===== src/rtl/e203_itcm_arb_ctrl_if.sv =====
// Bus bundle for the ITCM arbiter: IFU/LSU command+response channels and the SRAM port.
// slave = arbiter view, master = requesters + SRAM view.
interface e203_itcm_arb_ctrl_if #(
  parameter int AW = 13,
  parameter int DW = 64,
  parameter int MW = 8
);
  logic          ifu_cmd_valid;
  logic          ifu_cmd_ready;
  logic [AW-1:0] ifu_cmd_addr;
  logic          ifu_rsp_valid;
  logic          ifu_rsp_ready;
  logic [DW-1:0] ifu_rsp_rdata;

  logic          lsu_cmd_valid;
  logic          lsu_cmd_ready;
  logic          lsu_cmd_read;
  logic [AW-1:0] lsu_cmd_addr;
  logic [DW-1:0] lsu_cmd_wdata;
  logic [MW-1:0] lsu_cmd_wmask;
  logic          lsu_rsp_valid;
  logic          lsu_rsp_ready;
  logic [DW-1:0] lsu_rsp_rdata;

  logic          ram_cs;
  logic          ram_we;
  logic [AW-1:0] ram_addr;
  logic [MW-1:0] ram_wem;
  logic [DW-1:0] ram_din;
  logic [DW-1:0] ram_dout;
  logic          ram_sd;
  logic          ram_ds;
  logic          ram_ls;

  modport slave (
    input  ifu_cmd_valid, ifu_cmd_addr, ifu_rsp_ready,
    output ifu_cmd_ready, ifu_rsp_valid, ifu_rsp_rdata,
    input  lsu_cmd_valid, lsu_cmd_read, lsu_cmd_addr, lsu_cmd_wdata, lsu_cmd_wmask, lsu_rsp_ready,
    output lsu_cmd_ready, lsu_rsp_valid, lsu_rsp_rdata,
    output ram_cs, ram_we, ram_addr, ram_wem, ram_din, ram_sd, ram_ds, ram_ls,
    input  ram_dout
  );

  modport master (
    output ifu_cmd_valid, ifu_cmd_addr, ifu_rsp_ready,
    input  ifu_cmd_ready, ifu_rsp_valid, ifu_rsp_rdata,
    output lsu_cmd_valid, lsu_cmd_read, lsu_cmd_addr, lsu_cmd_wdata, lsu_cmd_wmask, lsu_rsp_ready,
    input  lsu_cmd_ready, lsu_rsp_valid, lsu_rsp_rdata,
    input  ram_cs, ram_we, ram_addr, ram_wem, ram_din, ram_sd, ram_ds, ram_ls,
    output ram_dout
  );
endinterface


===== src/rtl/e203_itcm_arb_ctrl.sv =====
// Round-robin IFU/LSU arbiter for the ITCM SRAM with per-requester response hold.
// Optional E203_ITCM_ARB_LS_IDLE_EN: idle counter drives ram_ls with a 1-cycle wake penalty.
module e203_itcm_arb_ctrl #(
  parameter int AW = 13,
  parameter int DW = 64,
  parameter int MW = 8
) (
  input  logic                 clk,
  input  logic                 rst_n,
  e203_itcm_arb_ctrl_if.slave  bus
);
  logic          r_last_lsu;
  logic          r_ifu_rsp_valid, r_lsu_rsp_valid;
  logic          r_ifu_first, r_lsu_first;
  logic          r_lsu_rd;
  logic [DW-1:0] r_ifu_hold, r_lsu_hold;

  logic w_ifu_free, w_lsu_free, w_ifu_req, w_lsu_req;
  logic w_gnt_ifu, w_gnt_lsu, w_we, w_ls;

`ifdef E203_ITCM_ARB_LS_IDLE_EN
  logic [3:0] r_idle_cnt;

  always_ff @(posedge clk or negedge rst_n) begin
    if (!rst_n)
      r_idle_cnt <= 4'd0;
    else if (bus.ifu_cmd_valid || bus.lsu_cmd_valid)
      r_idle_cnt <= 4'd0;
    else if (!r_ifu_rsp_valid && !r_lsu_rsp_valid && (r_idle_cnt != 4'hF))
      r_idle_cnt <= r_idle_cnt + 4'd1;
  end

  // While asleep, the first cmd_valid only wakes the SRAM; grants resume next cycle.
  assign w_ls = (r_idle_cnt == 4'hF);
`else
  assign w_ls = 1'b0;
`endif

  assign w_ifu_free = ~r_ifu_rsp_valid | bus.ifu_rsp_ready;
  assign w_lsu_free = ~r_lsu_rsp_valid | bus.lsu_rsp_ready;
  assign w_ifu_req  = bus.ifu_cmd_valid & w_ifu_free & ~w_ls;
  assign w_lsu_req  = bus.lsu_cmd_valid & w_lsu_free & ~w_ls;

  // On a tie, whoever was not granted last wins.
  assign w_gnt_ifu = w_ifu_req & (~w_lsu_req |  r_last_lsu);
  assign w_gnt_lsu = w_lsu_req & (~w_ifu_req | ~r_last_lsu);
  assign w_we      = w_gnt_lsu & ~bus.lsu_cmd_read;

  assign bus.ifu_cmd_ready = w_gnt_ifu;
  assign bus.lsu_cmd_ready = w_gnt_lsu;

  assign bus.ram_cs   = w_gnt_ifu | w_gnt_lsu;
  assign bus.ram_we   = w_we;
  assign bus.ram_addr = w_gnt_lsu ? bus.lsu_cmd_addr : bus.ifu_cmd_addr;
  assign bus.ram_wem  = w_we ? bus.lsu_cmd_wmask : '0;
  assign bus.ram_din  = bus.lsu_cmd_wdata;
  assign bus.ram_sd   = 1'b0;
  assign bus.ram_ds   = 1'b0;
  assign bus.ram_ls   = w_ls;

  always_ff @(posedge clk or negedge rst_n) begin
    if (!rst_n) begin
      r_last_lsu      <= 1'b0;
      r_ifu_rsp_valid <= 1'b0;
      r_lsu_rsp_valid <= 1'b0;
      r_ifu_first     <= 1'b0;
      r_lsu_first     <= 1'b0;
      r_lsu_rd        <= 1'b0;
      r_ifu_hold      <= '0;
      r_lsu_hold      <= '0;
    end else begin
      if (w_gnt_ifu)      r_last_lsu <= 1'b0;
      else if (w_gnt_lsu) r_last_lsu <= 1'b1;

      if (w_gnt_ifu)              r_ifu_rsp_valid <= 1'b1;
      else if (bus.ifu_rsp_ready) r_ifu_rsp_valid <= 1'b0;
      if (w_gnt_lsu)              r_lsu_rsp_valid <= 1'b1;
      else if (bus.lsu_rsp_ready) r_lsu_rsp_valid <= 1'b0;

      r_ifu_first <= w_gnt_ifu;
      r_lsu_first <= w_gnt_lsu;
      if (w_gnt_lsu) r_lsu_rd <= bus.lsu_cmd_read;

      // ram_dout is only ours on the first response cycle; freeze it for stalls.
      if (r_ifu_first) r_ifu_hold <= bus.ram_dout;
      if (r_lsu_first) r_lsu_hold <= bus.ram_dout;
    end
  end

  assign bus.ifu_rsp_valid = r_ifu_rsp_valid;
  assign bus.lsu_rsp_valid = r_lsu_rsp_valid;
  assign bus.ifu_rsp_rdata = r_ifu_first ? bus.ram_dout : r_ifu_hold;
  assign bus.lsu_rsp_rdata = ~r_lsu_rd  ? '0 :
                             r_lsu_first ? bus.ram_dout : r_lsu_hold;
endmodule


===== src/flat_wrapper.sv =====
// flat-port wrapper written by rule: the top's interface ports become plain ports
module e203_itcm_arb_ctrl_flat 
#(
  parameter int AW = 13,
  parameter int DW = 64,
  parameter int MW = 8
)
  (clk, rst_n, bus_ifu_cmd_valid, bus_ifu_cmd_addr, bus_ifu_rsp_ready, bus_ifu_cmd_ready, bus_ifu_rsp_valid, bus_ifu_rsp_rdata, bus_lsu_cmd_valid, bus_lsu_cmd_read, bus_lsu_cmd_addr, bus_lsu_cmd_wdata, bus_lsu_cmd_wmask, bus_lsu_rsp_ready, bus_lsu_cmd_ready, bus_lsu_rsp_valid, bus_lsu_rsp_rdata, bus_ram_cs, bus_ram_we, bus_ram_addr, bus_ram_wem, bus_ram_din, bus_ram_sd, bus_ram_ds, bus_ram_ls, bus_ram_dout);
  e203_itcm_arb_ctrl_if #(.AW(AW), .DW(DW), .MW(MW)) bus_i ();
  input  logic clk;
  input  logic rst_n;
  input wire logic [$bits(bus_i.ifu_cmd_valid)-1:0] bus_ifu_cmd_valid;
  input wire logic [$bits(bus_i.ifu_cmd_addr)-1:0] bus_ifu_cmd_addr;
  input wire logic [$bits(bus_i.ifu_rsp_ready)-1:0] bus_ifu_rsp_ready;
  output wire logic [$bits(bus_i.ifu_cmd_ready)-1:0] bus_ifu_cmd_ready;
  output wire logic [$bits(bus_i.ifu_rsp_valid)-1:0] bus_ifu_rsp_valid;
  output wire logic [$bits(bus_i.ifu_rsp_rdata)-1:0] bus_ifu_rsp_rdata;
  input wire logic [$bits(bus_i.lsu_cmd_valid)-1:0] bus_lsu_cmd_valid;
  input wire logic [$bits(bus_i.lsu_cmd_read)-1:0] bus_lsu_cmd_read;
  input wire logic [$bits(bus_i.lsu_cmd_addr)-1:0] bus_lsu_cmd_addr;
  input wire logic [$bits(bus_i.lsu_cmd_wdata)-1:0] bus_lsu_cmd_wdata;
  input wire logic [$bits(bus_i.lsu_cmd_wmask)-1:0] bus_lsu_cmd_wmask;
  input wire logic [$bits(bus_i.lsu_rsp_ready)-1:0] bus_lsu_rsp_ready;
  output wire logic [$bits(bus_i.lsu_cmd_ready)-1:0] bus_lsu_cmd_ready;
  output wire logic [$bits(bus_i.lsu_rsp_valid)-1:0] bus_lsu_rsp_valid;
  output wire logic [$bits(bus_i.lsu_rsp_rdata)-1:0] bus_lsu_rsp_rdata;
  output wire logic [$bits(bus_i.ram_cs)-1:0] bus_ram_cs;
  output wire logic [$bits(bus_i.ram_we)-1:0] bus_ram_we;
  output wire logic [$bits(bus_i.ram_addr)-1:0] bus_ram_addr;
  output wire logic [$bits(bus_i.ram_wem)-1:0] bus_ram_wem;
  output wire logic [$bits(bus_i.ram_din)-1:0] bus_ram_din;
  output wire logic [$bits(bus_i.ram_sd)-1:0] bus_ram_sd;
  output wire logic [$bits(bus_i.ram_ds)-1:0] bus_ram_ds;
  output wire logic [$bits(bus_i.ram_ls)-1:0] bus_ram_ls;
  input wire logic [$bits(bus_i.ram_dout)-1:0] bus_ram_dout;
  assign bus_i.ifu_cmd_valid = bus_ifu_cmd_valid;
  assign bus_i.ifu_cmd_addr = bus_ifu_cmd_addr;
  assign bus_i.ifu_rsp_ready = bus_ifu_rsp_ready;
  assign bus_ifu_cmd_ready = bus_i.ifu_cmd_ready;
  assign bus_ifu_rsp_valid = bus_i.ifu_rsp_valid;
  assign bus_ifu_rsp_rdata = bus_i.ifu_rsp_rdata;
  assign bus_i.lsu_cmd_valid = bus_lsu_cmd_valid;
  assign bus_i.lsu_cmd_read = bus_lsu_cmd_read;
  assign bus_i.lsu_cmd_addr = bus_lsu_cmd_addr;
  assign bus_i.lsu_cmd_wdata = bus_lsu_cmd_wdata;
  assign bus_i.lsu_cmd_wmask = bus_lsu_cmd_wmask;
  assign bus_i.lsu_rsp_ready = bus_lsu_rsp_ready;
  assign bus_lsu_cmd_ready = bus_i.lsu_cmd_ready;
  assign bus_lsu_rsp_valid = bus_i.lsu_rsp_valid;
  assign bus_lsu_rsp_rdata = bus_i.lsu_rsp_rdata;
  assign bus_ram_cs = bus_i.ram_cs;
  assign bus_ram_we = bus_i.ram_we;
  assign bus_ram_addr = bus_i.ram_addr;
  assign bus_ram_wem = bus_i.ram_wem;
  assign bus_ram_din = bus_i.ram_din;
  assign bus_ram_sd = bus_i.ram_sd;
  assign bus_ram_ds = bus_i.ram_ds;
  assign bus_ram_ls = bus_i.ram_ls;
  assign bus_i.ram_dout = bus_ram_dout;
  e203_itcm_arb_ctrl #(.AW(AW), .DW(DW), .MW(MW)) u_core (.clk(clk), .rst_n(rst_n), .bus(bus_i));
endmodule

===== config.mk =====
export PLATFORM = sky130hd
export DESIGN_NAME = e203_itcm_arb_ctrl_flat
export DESIGN_NICKNAME = d
export VERILOG_FILES = /design/src/rtl/e203_itcm_arb_ctrl_if.sv /design/src/rtl/e203_itcm_arb_ctrl.sv /design/src/flat_wrapper.sv
export SDC_FILE = /design/constraint.sdc
export NUM_CORES = 1
export LEC_CHECK = 0
export CORE_AREA = 10 10 143 145
export CTS_BUF_LIST = sky130_fd_sc_hd__clkbuf_4 sky130_fd_sc_hd__clkbuf_8
export DETAILED_ROUTE_END_ITERATION = 8
export DIE_AREA = 0 0 153 155
export PLACE_DENSITY = 0.74
export SLEW_MARGIN = 10
export SYNTH_ARGS = -nofsm -noshare
export SYNTH_HDL_FRONTEND = slang
export SYNTH_SLANG_ARGS = --single-unit

===== constraint.sdc =====
create_clock -name clk -period 2.2 [get_ports clk]
set_input_delay 0.33 -clock clk [delete_from_list [all_inputs] [get_ports clk]]
set_output_delay 0.33 -clock clk [all_outputs]
set_load 0.02 [all_outputs]

==> Word-level counts from Yosys, hierarchy flattened <==
Index checks and enable logic that the tools add are counted.
{ "totals": {"inputBits": 169, "regBits": 134, "elab_cells": 38} }
{ "op_classes": {"muxes": 11, "bitwise": 16, "reduce_logical": 3} }
{ "op_table": {"columns": ["operator", "n"], "rows": [
  ["64-bit 2-to-1 mux", 3],
  ["13-bit 2-to-1 mux", 1],
  ["8-bit 2-to-1 mux", 1],
  ["1-bit 2-to-1 mux", 6],
  ["1-bit inverter", 6],
  ["2-bit nonzero test", 3],
  ["1-bit AND", 5],
  ["1-bit OR", 5]
]} }

==> Depth between registers and ports, before layout <==
Gate-level depths: netlist of the first run.
{ "logic_depth": {"word_depth": 8, "mapped_depth": 4, "depth_no_buf": 3} }

==> Worst setup path before layout of the first run <==
OpenSTA, ideal clock, no wires.
{ "synth_timing": {"path_type": "register to output", "start": "register u_core.r_ifu_rsp_valid (netlist: u_core.bus.ifu_rsp_valid)", "end": "output port bus_ram_wem[0]", "stages_incl_launch_ff": 5, "t_arrival_ns": 1.525, "path_slack_ns": 0.345, "path_buffers": 1, "cell_sequence": "dfrtp_1 > nor2b_4 > o211ai_4 > buf_2 > nor3b_1"} }
{ "synth_between": {"elab_chain_cells": 8} }
{ "synth_rtl": {"columns": ["item", "line", "rtl"], "rows": [
  ["from (decl)", "e203_itcm_arb_ctrl.sv:13", "logic r_ifu_rsp_valid, r_lsu_rsp_valid;"],
  ["from (signal assigned)", "e203_itcm_arb_ctrl.sv:64", "r_ifu_rsp_valid <= 1'b0;"],
  ["from (signal assigned)", "e203_itcm_arb_ctrl.sv:75", "if (w_gnt_ifu) r_ifu_rsp_valid <= 1'b1;"],
  ["from (signal assigned)", "e203_itcm_arb_ctrl.sv:76", "else if (bus.ifu_rsp_ready) r_ifu_rsp_valid <= 1'b0;"],
  ["1-bit inverter", "e203_itcm_arb_ctrl.sv:39", "assign w_ifu_free = ~r_ifu_rsp_valid | bus.ifu_rsp_ready;"],
  ["1-bit OR", "e203_itcm_arb_ctrl.sv:39", null],
  ["1-bit AND", "e203_itcm_arb_ctrl.sv:41", "assign w_ifu_req = bus.ifu_cmd_valid & w_ifu_free & ~w_ls;"],
  ["1-bit inverter", "e203_itcm_arb_ctrl.sv:46", "assign w_gnt_lsu = w_lsu_req & (~w_ifu_req | ~r_last_lsu);"],
  ["1-bit OR", "e203_itcm_arb_ctrl.sv:46", null],
  ["1-bit AND", "e203_itcm_arb_ctrl.sv:46", null],
  ["1-bit AND", "e203_itcm_arb_ctrl.sv:47", "assign w_we = w_gnt_lsu & ~bus.lsu_cmd_read;"],
  ["8-bit 2-to-1 mux", "e203_itcm_arb_ctrl.sv:55", "assign bus.ram_wem = w_we ? bus.lsu_cmd_wmask : '0;"],
  ["to (decl)", "flat_wrapper.sv:30", "output wire logic [$bits(bus_i.ram_wem)-1:0] bus_ram_wem;"]
]} }
No other way between the ends.

==> Final worst setup path of the first run <==
{ "layout_timing": {"start": "register u_core.r_lsu_first", "end": "output port bus_lsu_rsp_rdata[50]"} }
{ "layout_between": {"elab_chain_cells": 2} }
{ "layout_rtl": {"columns": ["item", "line", "rtl"], "rows": [
  ["from (decl)", "e203_itcm_arb_ctrl.sv:14", "logic r_ifu_first, r_lsu_first;"],
  ["from (signal assigned)", "e203_itcm_arb_ctrl.sv:81", "r_lsu_first <= w_gnt_lsu;"],
  ["64-bit 2-to-1 mux", "e203_itcm_arb_ctrl.sv:94", "r_lsu_first ? bus.ram_dout : r_lsu_hold;"],
  ["64-bit 2-to-1 mux", "e203_itcm_arb_ctrl.sv:93", "assign bus.lsu_rsp_rdata = ~r_lsu_rd ? '0 :"],
  ["to (decl)", "flat_wrapper.sv:26", "output wire logic [$bits(bus_i.lsu_rsp_rdata)-1:0] bus_lsu_rsp_rdata;"]
]} }
No other way between the ends.

==> results of run 1 <==
timing repair:
item                                   in CTS  in global routing
endpoints found under the hold margin      24                  0
pin swaps                                   0                  4
setup endpoints to repair                 152                138
buffers inserted                           12                 24
gates cloned                                5                  5
hold buffers                                1                  0
gates resized for setup                   487                249
worst min path at each step:
stage / from / end / slack (ns) / cells past startpoint
after floorplan: rst_n / u_core.bus.ifu_rsp_valid$_DFFE_PN0P_ / 0.03 / 0
after global placement: rst_n / u_core.r_ifu_hold[23]$_DFF_PN0_ / 0.20 / 1
after detailed placement: rst_n / u_core.r_lsu_hold[23]$_DFF_PN0_ / 0.21 / 1
after CTS: rst_n / u_core.r_lsu_hold[23]$_DFF_PN0_ / 0.30 / 2
after global routing: rst_n / u_core.r_ifu_hold[23]$_DFF_PN0_ / 0.31 / 2
final: rst_n / u_core.r_ifu_hold[23]$_DFF_PN0_ / 0.31 / 2
power by group through the flow:
stage / registers, mW / logic [mW] / clock network [mW]
floorplan: 3.20 / 2.27 / 0
global placement: 3.23 / 3.91 / 0
detailed placement: 3.27 / 3.97 / 0
CTS: 3.22 / 3.92 / 2.31
global route: 3.28 / 4.64 / 2.43
finish: 3.22 / 4.38 / 2.26
cell families after synthesis:
logic type / Yosys count / synth area share [%]
buffers and inverters: 92 / 10.8
flip-flops: 134 / 53.5
other: 1 / 0.0599
multiplexers: 142 / 26.7
AND/OR/NAND/NOR: 80 / 8.21
AO/OA/AOI/OAI: 5 / 0.739
state kept, by name (all words and copies together) (netlist names):
signal	flops
u_core.bus.lsu_rsp_valid	1
u_core.r_ifu_first	1
u_core.r_last_lsu	1
u_core.r_lsu_first	1
u_core.r_lsu_rd	1
u_core.bus.ifu_rsp_valid	1
u_core.r_lsu_hold	64
u_core.r_ifu_hold	64
through the flow:
step / std cells / worst slack [ns] / util (%) / total power [mW] / instance area (um2)
floorplan: 456 / 0.345 / - / 5.47 / 6270
global placement: 868 / -0.326 / 49.2 / 7.14 / 8680
detailed placement: 868 / -0.340 / 49.2 / 7.24 / 8680
CTS: 918 / -0.171 / 52.3 / 9.44 / 9240
global route: 947 / -0.190 / 55.3 / 10.4 / 9760
finish: 947 / -0.123 / 55.3 / 9.87 / 9760
worst register-to-register path, cell delays in order (launching register included):
cell       delay [ns]
dfrtp_1          0.39
nor2b_4          0.14
o211ai_4         0.21
buf_4            0.18
clkbuf_16        0.18
mux2_2           0.33
Yosys cell counts, drive strengths merged:
cell	count
nor3b	8
mux2	142
a21oi	2
o211ai	1
nor2b	2
nand2b	1
buf	84
nor2	1
nand3b	1
dfrtp	134
and2	65
inv	1
a21o	2
conb	1
nand2	2
clkbuf	7
routing by layer:
layer	global-route usage (%)	share of wire [%]	routed length (um)	vias up
met5	0	0	0	-
met4	5.22	1.6	349	0
met3	8.44	9.5	2110	24
met2	30.7	52	11500	230
met1	17.6	37	8090	2215
li1	-	-	-	1954
layout make-up:
type / count / area share [%]
Inverter: 1 / 0.0385
Clock inverter: 13 / 1.83
Clock buffer: 19 / 2.68
Timing Repair Buffer: 321 / 32.6
Tap cell: 229 / 2.94
Sequential cell: 134 / 34.4
Multi-Input combinational cell: 230 / 25.5
==> results.py, run 1 <==
metrics = {
    "yosys": {
        "netlist_top_cells_area": "dfrtp_1 54%, mux2_2 22%, buf_4 8.0%",
        "yosysSeqAreaShare_pct": 53.5,
        "ys_ff_latch": 134,
        "yosys.area.top_type": "dfrtp_1",
        "synth_area_um2": 6260,
        "yosysWarnings": 0,
        "synth_top_cell_area_share_pct": 53.5,
        "avgSynthCellArea_um2": 13.8,
        "synth_cell_types": 22,
        "synthCells": 454,
    },
    "sta": {
        "slew_violations": 0,
        "hold-worst-slack_ns": 0.310,
        "fmax_mhz": 430,
        "worst-slew-pin-transition_ns": 0.730,
        "rsz0062_at_grt": "yes",
        "finalHoldViolCount": 0,
        "relSlewSlack_pct": 51.2,
        "fin_crit_sh_pct": 106,
        "post-route-min-period_ns": 2.32,
        "skew_ns": 0.0135,
        "tns_ns": -2.11,
        "setup_ws_ns": -0.123,
        "setup_viol": 53,
    },
    "die": {
        "fp.dieW_um": 153,
        "start_util_pct": 35.5,
        "coreArea_um2": 17700,
        "die_area_um2": 23700,
        "placementRows": 49,
        "die_h_um": 155,
        "ios": 391,
    },
    "setup_path": {
        "crit_arrival_ns": 1.99,
        "cp_slowest_stage_delay_ns": 0.43,
        "r2r.worst_path.cells": 5,
        "worst-path-stages": 7,
        "timing.rr.end": "u_core.r_lsu_rd$_DFFE_PN0P_",
        "worst-path-max-fanout": 7,
        "r2r-start": "u_core.bus.ifu_rsp_valid$_DFFE_PN0P_",
        "start_kind": "register",
        "required_ns": 1.87,
        "startpoint": "u_core.r_lsu_first$_DFF_PN0_",
        "cp_top_family": "buffers and inverters",
        "critPathCapture": "bus_lsu_rsp_rdata[50]",
        "critical_path_buf_inv_count": 5,
        "rrSetupSlack_ns": 0.65,
        "worstSetupEndpointType": "primary output",
        "cp_common_cell": "buf_6",
        "path_cells": "buf_6 -> buf_8 -> buf_16 -> buf_6 -> mux2_4 -> and2_4 -> buf_6",
        "slowest_stage": "dfrtp_2",
        "crit_type": "reg -> out",
    },
    "power": {
        "seq_power_share_pct": 32.6,
        "ir_drop_mv": 0.442,
        "cellPowerDensity_nw_per_um2": 1010,
        "power.switching_mw": 3.27,
        "switching_share_pct": 33.1,
        "power.share.clock_pct": 22.9,
        "combPwrFrac_pct": 44.4,
        "p_leak_nw": 4.48,
        "internal-power_mw": 6.60,
    },
    "cells_and_area": {
        "register_area_um2": 3360,
        "mostFrequentLayoutCells": "131 x dfrtp_1, 105 x clkdlybuf4s50_1, 104 x mux2_2, 67 x buf_6, 48 x clkbuf_2",
        "final_common_cell": "dfrtp_1",
        "fill_cells": 1464,
        "layout-drive-gt1-share_pct": 59.3,
        "fin_nets": 874,
        "areaGrowthSynthToFinish_pct": 55.8,
        "multi_input_area_um2": 2490,
        "antennaDiodeCount": 0,
    },
    "route": {
        "drc": 0,
        "via_per_inst": 4.67,
        "ant_nets": 0,
        "first_pass_iters": 4,
        "via_count": 4423,
        "drt-initial-drc-count": 176,
        "wire_per_inst_um": 23.3,
        "wl_um": 22100,
    },
    "cts": {
        "clk_pin_slew_ns": 0.08,
        "cts_made_buffers": 17,
        "cts_tree": "built",
        "cts_buffer_depth": 2,
        "clockRootBuffer": "clkbuf_8",
        "clock-sinks": 134,
        "h-tree-depth": 4,
        "worstSkewPairLatency_ns": 0.44,
    },
    "status": {
        "violations": "setup timing",
        "status": "complete, but fails checks",
    },
    "placed_design": {
        "dp_hpwl_um": 15600,
        "place.gp.congestion": 0.874,
        "io_buffers": 259,
    },
    "hold_path": {
        "hold_path_class": "in -> async",
    },
    "global_route": {
        "grt_max_degree": 77,
        "grt_pass1_vias": 4974,
        "grt_antenna_before_repair": 0,
        "grt_first_pass_wirelength_um": 31800,
        "grtUsageTotal_pct": 17.3,
        "grt_overflow": 0,
    },
    "run": {
        "drv_cap": 0,
    },
}
Note: power is estimated with default switching activity, not from simulation.
==> run 2: changes to the inputs <==
- CAP_MARGIN: unset -> 25
- SETUP_SLACK_MARGIN: unset -> 0.5
- SKIP_LAST_GASP: unset -> 1
==> results.py, run 2 (synthesis gave the netlist of run 1 again) <==
metrics = {
    "route": {
        "via_per_inst": 4.65,
        "via_count": 4673,
        "drc": 0,
        "wl_um": 24700,
        "wire_per_inst_um": 24.6,
        "first_pass_iters": 4,
        "drt-initial-drc-count": 142,
        "ant_nets": 0,
    },
    "hold_path": {
        "hold_path_class": "in -> async",
    },
    "cts": {
        "h-tree-depth": 4,
        "worstSkewPairLatency_ns": 0.45,
        "cts_tree": "built",
        "cts_made_buffers": 17,
        "clk_pin_slew_ns": 0.08,
        "cts_buffer_depth": 2,
        "clockRootBuffer": "clkbuf_8",
        "clock-sinks": 134,
    },
    "setup_path": {
        "required_ns": 1.87,
        "path_cells": "buf_6 -> buf_6 -> buf_12 -> buf_6 -> mux2_4 -> and2_4 -> buf_6",
        "cp_common_cell": "buf_6",
        "worstSetupEndpointType": "primary output",
        "slowest_stage": "dfrtp_2",
        "r2r-start": "u_core.bus.ifu_rsp_valid$_DFFE_PN0P_",
        "rrSetupSlack_ns": 0.52,
        "cp_slowest_stage_delay_ns": 0.45,
        "r2r.worst_path.cells": 6,
        "crit_type": "reg -> out",
        "start_kind": "register",
        "worst-path-max-fanout": 6,
        "timing.rr.end": "u_core.r_lsu_rd$_DFFE_PN0P_",
        "cp_top_family": "buffers and inverters",
        "crit_arrival_ns": 2.01,
        "critical_path_buf_inv_count": 5,
    },
    "global_route": {
        "grtUsageTotal_pct": 19.0,
        "grt_pass1_vias": 5251,
        "grt_max_degree": 66,
        "grt_antenna_before_repair": 0,
        "grt_overflow": 0,
        "grt_first_pass_wirelength_um": 34700,
    },
    "cells_and_area": {
        "layout-drive-gt1-share_pct": 65.5,
        "antennaDiodeCount": 0,
        "stdcell_area_um2": 11000,
        "final_common_cell": "buf_6",
        "fin_nets": 932,
        "mostFrequentLayoutCells": "163 x buf_6, 132 x dfrtp_1, 105 x mux2_4, 103 x clkdlybuf4s50_1, 57 x buf_4",
        "areaGrowthSynthToFinish_pct": 76.1,
        "top_regs": "u_core.r_ifu_hold (64), u_core.r_lsu_hold (64)",
    },
    "power": {
        "ir_drop_mv": 0.452,
        "p_leak_nw": 5.22,
        "cellPowerDensity_nw_per_um2": 968,
    },
    "die": {
        "fp.dieW_um": 153,
        "start_util_pct": 35.5,
        "coreArea_um2": 17700,
        "ios": 391,
        "die_area_um2": 23700,
        "die_h_um": 155,
        "placementRows": 49,
    },
    "sta": {
        "relSlewSlack_pct": 49.4,
        "rsz0062_at_grt": "yes",
        "finalHoldViolCount": 0,
        "worst-slew-pin-transition_ns": 0.757,
        "post-route-min-period_ns": 2.34,
        "setup_viol": 81,
        "fmax_mhz": 428,
        "fin_crit_sh_pct": 106,
        "setup_ws_ns": -0.135,
        "skew_ns": 0.0130,
        "slew_violations": 0,
    },
    "status": {
        "status": "complete, but fails checks",
        "violations": "setup timing",
    },
    "placed_design": {
        "dp_hpwl_um": 15700,
        "place_area_um2": 8680,
        "post-place-ws_ns": -0.380,
        "place.gp.congestion": 0.770,
        "io_buffers": 259,
    },
    "run": {
        "drv_cap": 0,
    },
}
[run 2: what timing repair did]
action | 4_1_cts | 5_1_grt
gates cloned | 13 | 2
buffers inserted | 60 | 31
setup endpoints to repair | 155 | 153
hold endpoints to repair | 48 | 0
pin swaps | 4 | 4
gates resized for setup | 825 | 275
hold buffers | 1 | 0
[run 2: stage by stage]
step	total power [mW]	std cells	TNS (ns)	utilization [%]	hold slack, ns
after global placement	7.12	866	-5.85	49.2	0.315
after detailed placement	7.22	866	-6.78	49.2	0.318
after floorplan	5.48	456	0	-	0.0344
after global routing	11.2	1004	-11.31	62.5	0.455
after CTS	9.95	971	-7.84	57.3	0.399
final	10.7	1004	-4.75	62.5	0.442
[run 2: per-layer routing]
metal | vias up | GRT usage (%) | wire length [um]
met5 | - | 0 | 0
met4 | 0 | 5.27 | 499
met3 | 30 | 7.69 | 2010
met2 | 228 | 34.8 | 13300
met1 | 2341 | 19.7 | 8900
li1 | 2074 | - | -
[run 2: how the worst max path moves through the flow]
stage / startpoint / slack [ns] / end / cells after the start
after global routing: u_core.r_lsu_first$_DFF_PN0_ / -0.20 / bus_lsu_rsp_rdata[43] / 7
after global placement: bus_ifu_cmd_valid / -0.35 / bus_ram_addr[12] / 6
after floorplan: u_core.bus.ifu_rsp_valid$_DFFE_PN0P_ / 0.36 / bus_ram_wem[0] / 4
final: u_core.r_lsu_first$_DFF_PN0_ / -0.14 / bus_lsu_rsp_rdata[49] / 7
after detailed placement: bus_ifu_cmd_valid / -0.38 / bus_ram_addr[1] / 6
after CTS: u_core.bus.ifu_rsp_valid$_DFFE_PN0P_ / -0.21 / bus_ram_addr[1] / 5
[run 2: layout make-up]
type | count | area [um2]
Fill cell | 1261 | 6630
Sequential cell | 134 | 3360
Inverter | 1 | 3.75
Clock inverter | 13 | 134
Clock buffer | 18 | 248
Timing Repair Buffer | 379 | 4240
Multi-Input combinational cell | 230 | 2770
Tap cell | 229 | 287
[run 2: worst register-to-register path, stage by stage (launching register included)]
cell       delay, ns
dfrtp_1         0.39
nor2b_4         0.15
o211ai_4        0.29
clkbuf_16       0.21
buf_4           0.11
buf_4           0.10
mux2_2          0.32
[run 2: report_power, final]
group          internal (mW)  leakage (nW)  switching, mW
clock network           1.02         0.190           1.00
registers               3.05          1.56          0.197
logic                   3.07          3.47           2.34
